### src/rtl/psum_pkg.sv
// Shared types, default widths and the shift/round/saturate helper for the partial-sum path.
// Build option: PSUM_ROUND_EN selects round-half-up before the shift (default: truncate toward -inf).
package psum_pkg;

    localparam int DEF_IN_W  = 32;
    localparam int DEF_ACC_W = 40;
    localparam int DEF_OUT_W = 16;
    localparam int SAT_W     = 64;

    typedef enum logic [1:0] {
        IDLE  = 2'd0,
        ACCUM = 2'd1,
        EMIT  = 2'd2
    } state_t;

    typedef struct packed {
        logic signed [SAT_W-1:0] val;
        logic                    sat;
    } sat_res_t;

    // acc arrives sign-extended to SAT_W; val comes back clamped to the out_w signed range.
    function automatic sat_res_t sat_shift(input logic signed [SAT_W-1:0] acc,
                                           input int shift, input int out_w);
        sat_res_t r;
        logic signed [SAT_W-1:0] full, hi, lo;
`ifdef PSUM_ROUND_EN
        if (shift > 0)
            full = (acc + (64'sd1 <<< (shift - 1))) >>> shift;
        else
            full = acc;
`else
        full = acc >>> shift;
`endif
        hi = (64'sd1 <<< (out_w - 1)) - 64'sd1;
        lo = -(64'sd1 <<< (out_w - 1));
        r.sat = 1'b1;
        if (full > hi)
            r.val = hi;
        else if (full < lo)
            r.val = lo;
        else begin
            r.val = full;
            r.sat = 1'b0;
        end
        return r;
    endfunction

endpackage

### src/rtl/psum_sat_round.sv
// Combinational rescale + saturate of a wide signed accumulator to OUT_W bits.
// Rounding behaviour follows PSUM_ROUND_EN through psum_pkg::sat_shift.
module psum_sat_round
    import psum_pkg::*;
#(
    parameter int ACC_W = DEF_ACC_W,
    parameter int OUT_W = DEF_OUT_W,
    parameter int SHIFT = 8
) (
    input  logic signed [ACC_W-1:0] acc_in,
    output logic signed [OUT_W-1:0] out_data,
    output logic                    out_sat
);

    sat_res_t res;

    assign res      = sat_shift(SAT_W'(acc_in), SHIFT, OUT_W);
    assign out_data = res.val[OUT_W-1:0];
    assign out_sat  = res.sat;

endmodule

### src/rtl/psum_accumulator_16bit.sv
// Accumulates NUM_CHUNKS adder-tree partial sums, rescales/saturates, and hands the
// 16-bit result downstream with valid/ready. PSUM_ROUND_EN enables round-half-up.
module psum_accumulator_16bit
    import psum_pkg::*;
#(
    parameter int IN_W       = DEF_IN_W,
    parameter int ACC_W      = DEF_ACC_W,
    parameter int OUT_W      = DEF_OUT_W,
    parameter int NUM_CHUNKS = 4,
    parameter int SHIFT      = 8
) (
    input  logic                    clk,
    input  logic                    reset,
    input  logic                    clear,
    input  logic signed [IN_W-1:0]  in_data,
    input  logic                    in_valid,
    output logic                    in_ready,
    output logic signed [OUT_W-1:0] out_data,
    output logic                    out_valid,
    input  logic                    out_ready,
    output logic                    out_sat,
    output logic                    busy
);

    localparam int CNT_W = $clog2(NUM_CHUNKS + 1);

    state_t                  state, state_nxt;
    logic signed [ACC_W-1:0] acc, acc_nxt;
    logic [CNT_W-1:0]        cnt;
    logic                    in_acc, out_acc, last;
    logic signed [OUT_W-1:0] res_data;
    logic                    res_sat;

    assign in_acc  = in_valid && in_ready;
    assign out_acc = out_valid && out_ready;
    assign last    = (cnt == CNT_W'(NUM_CHUNKS - 1));
    // acc is zero whenever a new result starts, so one adder covers IDLE and ACCUM.
    assign acc_nxt = acc + ACC_W'(in_data);

    psum_sat_round #(
        .ACC_W (ACC_W),
        .OUT_W (OUT_W),
        .SHIFT (SHIFT)
    ) u_sat (
        .acc_in   (acc_nxt),
        .out_data (res_data),
        .out_sat  (res_sat)
    );

    always_ff @(posedge clk or posedge reset) begin
        if (reset) state <= IDLE;
        else       state <= state_nxt;
    end

    always_comb begin
        state_nxt = state;
        if (clear) begin
            state_nxt = IDLE;
        end else begin
            case (state)
                IDLE:    if (in_acc) state_nxt = last ? EMIT : ACCUM;
                ACCUM:   if (in_acc && last) state_nxt = EMIT;
                EMIT:    if (out_acc) state_nxt = IDLE;
                default: state_nxt = IDLE;
            endcase
        end
    end

    always_comb begin
        in_ready = (state != EMIT);
        busy     = (state != IDLE);
    end

    always_ff @(posedge clk or posedge reset) begin
        if (reset) begin
            acc       <= '0;
            cnt       <= '0;
            out_data  <= '0;
            out_valid <= 1'b0;
            out_sat   <= 1'b0;
        end else if (clear) begin
            acc       <= '0;
            cnt       <= '0;
            out_valid <= 1'b0;
        end else if (in_acc) begin
            if (last) begin
                acc       <= '0;
                cnt       <= '0;
                out_data  <= res_data;
                out_sat   <= res_sat;
                out_valid <= 1'b1;
            end else begin
                acc <= acc_nxt;
                cnt <= cnt + CNT_W'(1);
            end
        end else if (out_acc) begin
            out_valid <= 1'b0;
        end
    end

endmodule

### config.mk
export PLATFORM = sky130hd
export DESIGN_NAME = psum_accumulator_16bit
export DESIGN_NICKNAME = d
export VERILOG_FILES = /design/src/rtl/psum_pkg.sv /design/src/rtl/psum_sat_round.sv /design/src/rtl/psum_accumulator_16bit.sv
export SDC_FILE = /design/constraint.sdc
export NUM_CORES = 1
export LEC_CHECK = 0
export CORE_MARGIN = 4
export CORE_UTILIZATION = 62
export CTS_CLUSTER_SIZE = 24
export DETAILED_ROUTE_END_ITERATION = 8
export GPL_ROUTABILITY_DRIVEN = 0
export PLACE_DENSITY = 0.95
export SKIP_LAST_GASP = 1
export SLEW_MARGIN = 20
export SYNTH_ARGS = -nofsm -noshare
export SYNTH_HDL_FRONTEND = slang
export SYNTH_SLANG_ARGS = --single-unit
### constraint.sdc
create_clock -name clk -period 6.3 [get_ports clk]
set_clock_uncertainty 0.05 [all_clocks]
set_input_delay 1.89 -clock clk [delete_from_list [all_inputs] [get_ports clk]]
set_output_delay 1.89 -clock clk [all_outputs]
set_load 0.02 [all_outputs]
==> impl_metrics.yaml <==
yosys:
  synthesis.nets: 664
  synthFlopType: "dfrtp_1"
  avgSynthCellArea_um2: 8.79
  yosysSeqAreaShare_pct: 30.6
  async_flop_share_pct: 100
  netlist_instances: 586
  yosysTopAreaCell: "dfrtp_1"
  ys_warn_count: 0
  synth-edff-count: 0
  synth_cell_types: 83
  synthTopCellsByArea: "dfrtp_1, ha_1, o21ai_0"
  syn-cell-area_um2: 5150
  netlist.area_leader.share_pct: 30.6
  synth-seq-cells: 63
setup_path:
  reg2reg_depth: 13
  crit_path_end_kind: "flip-flop"
  cp_data_arrival_time_ns: 5.74
  r2r_start: "acc[0]"
  critPathKind: "in2reg"
  cp_max_fo: 16
  start_kind: "primary input"
  r2r_setup_slack_ns: 2.26
  cp.required_ns: 6.43
  timing.rr.end: "out_data[0]"
finish:
  fin_nets: 712
  drive_above_1_share_pct: 12.5
  n_antenna_cell: 0
  area_delta_synth_final_pct: 15.5
floorplan:
  die_area_um2: 9830
  initial_core_util_pct: 65.3
  rows: 32
  ios: 57
  die_w_um: 99.1
  dieHeight_um: 99.1
  coreArea_um2: 7890
worst_hold_path:
  min_from: "acc[25]"
  hold_depth: 2
  hold_end: "acc[25]"
  hp-class: "reg2reg"
global_routing:
  grt_use_total_pct: 29.3
  grt_pass1_wl_mm: 23.6
  grt_pass1_vias: 5064
  antenna_found_initial: 0
  grt_overflow: 0
  grt_max_degree: 64
pwr:
  peakVddDrop_v: 0.000155
  power.density_nw_per_um2: 273
  power_w: 0.00162
  p_leak_nw: 2.59
clocking:
  clkSinkCount: 63
  clk_pin_slew_worst_paths_ns: 0.07
  cts_hold_buffers: 0
  cts_buffers: 9
  cts-root-buf: "clkbuf_8"
  cts_resized: 0
  cts.htree.levels: 3
  clkLatencyLatePin_ns: 0.35
  clk_path_buf_depth: 2
  cts_tree: "built"
  cts_setup_buffers: 0
timing:
  fin_crit_ns: 5.61
  fin_tns_setup_ns: 0
  rsz0062_at_grt: "false"
  setup_violations: 0
  fmax_mhz: 178
  finalMaxSlewViolations: 0
  layout_setup_ws_ns: 0.692
  relSlewSlack_pct: 38.9
  fin_crit_sh_pct: 89.0
  hold_violations: 0
  worstMarginPinSlew_ns: 0.916
detailed_routing:
  route.detailed.drc: 0
  wl_per_cell_um: 19.4
  drt_pass1_iterations: 5
  routed_wirelength_mm: 14.4
  drt_iter0_markers: 485
  drt-vias-per-instance: 6.92
  antenna_left: 0
  num_vias: 5125
placement:
  post-place-ws_ns: 0.456
  dp_hpwl_mm: 10.4
  portBuffers: 56
run:
  maxCapViolCount: 0
outcome:
  outcome: "finished, final reports clean"
-- critical path, stage by stage --
cell	delay (ns)
clkdlybuf4s50_1	0.40
ha_1	0.22
fa_1	0.44
a211oi_2	0.31
o211ai_2	0.15
and4b_1	0.25
nor3_1	0.35
o31ai_1	0.13
xnor2_1	0.38
nor3_1	0.12
nand4_1	0.15
nor4_2	0.07
nor2_2	0.70
o22ai_1	0.16
-- how the worst max path moves through the flow --
stage	startpoint	slack, ns	to
after global placement	in_data[0]	0.57	out_data[4]
after detailed placement	in_data[0]	0.46	out_data[0]
after floorplan	in_data[0]	1.39	out_data[10]
after CTS	in_data[0]	0.80	out_data[0]
final	in_data[0]	0.69	out_data[0]
after global routing	in_data[0]	0.55	out_data[4]
-- layout by cell type, fill, tap and decap left out, drive strengths merged, types with 11 or more instances in the layout --
cell           count
o22ai             15
clkbuf            14
inv               12
a21oi             53
xor2              11
ha                40
xnor2             17
o21a              12
nor2              41
dfrtp             63
nand3             13
a21o              11
nor3              17
o21ai             64
clkdlybuf4s50     56
a22o              22
nand2             67
-- stage by stage --
| step | utilization (%) | instances | cell area, um^2 | hold WS (ns) |
|---|---|---|---|---|
| final | 75.4 | 741 | 5950 | 0.439 |
| after global placement | 72.7 | 725 | 5740 | 0.417 |
| after global routing | 75.4 | 741 | 5950 | 0.463 |
| after detailed placement | 72.7 | 725 | 5740 | 0.422 |
| after floorplan | - | 586 | 5150 | 0.403 |
| after CTS | 75.4 | 741 | 5950 | 0.438 |
-- metal layers --
layer / global-route usage (%) / routed length (um)
met5: 0 / 0
met2: 48.6 / 6800
met3: 6.94 / 1270
met4: 14.7 / 721
met1: 35.5 / 5570
-- flip-flops by register name, summed over array words and instances, names as in the netlist --
name       cells
out_valid      1
acc           40
cnt            3
state          2
out_data      16
out_sat        1
-- synth_stat cells, drive strengths merged (2+ instances only) --
cell	count
a2111oi	2
a211oi	5
a21boi	4
a21o	11
a21oi	53
a22o	22
a311oi	2
a31o	2
a31oi	6
and2	4
and3	10
and4	3
buf	10
clkbuf	13
dfrtp	63
ha	40
inv	12
nand2	67
nand2b	3
nand3	13
nand4	9
nor2	41
nor2b	2
nor3	17
nor4	5
o2111ai	4
o211ai	7
o21a	12
o21ai	64
o21ba	3
o21bai	2
o221ai	3
o22a	2
o22ai	15
o311ai	2
o31a	2
o31ai	6
or2	4
or3	2
xnor2	17
xor2	11
-- final cells by class --
class | instances | area [um^2]
clock buffer | 14 | 173
clock inverter | 2 | 37.5
fill | 524 | 1940
inverter | 12 | 45.0
multi-input combinational | 487 | 3390
sequential | 63 | 1580
tap | 102 | 128
timing repair buffer | 61 | 598
-- power breakdown --
part | leakage [nW] | total, W | switching (W) | internal (W)
sequential | 0.768 | 0.000483 | 0.0000309 | 0.000452
combinational | 1.72 | 0.000756 | 0.000465 | 0.000291
clock | 0.103 | 0.000383 | 0.000167 | 0.000216
total | 2.59 | 0.00162 | 0.000664 | 0.000958
-- kinds of logic (layout without fill, tap and decap cells) --
kind of cell / after synthesis / after routing / synth area share, %
compound gates: 233 / 233 / 32.2
simple gates: 185 / 185 / 18.0
flops: 63 / 63 / 30.6
fa+ha+maj: 41 / 41 / 10.1
buf+inv: 36 / 89 / 3.84
xor+xnor: 28 / 28 / 5.20
(Power assumes the default switching activity.)
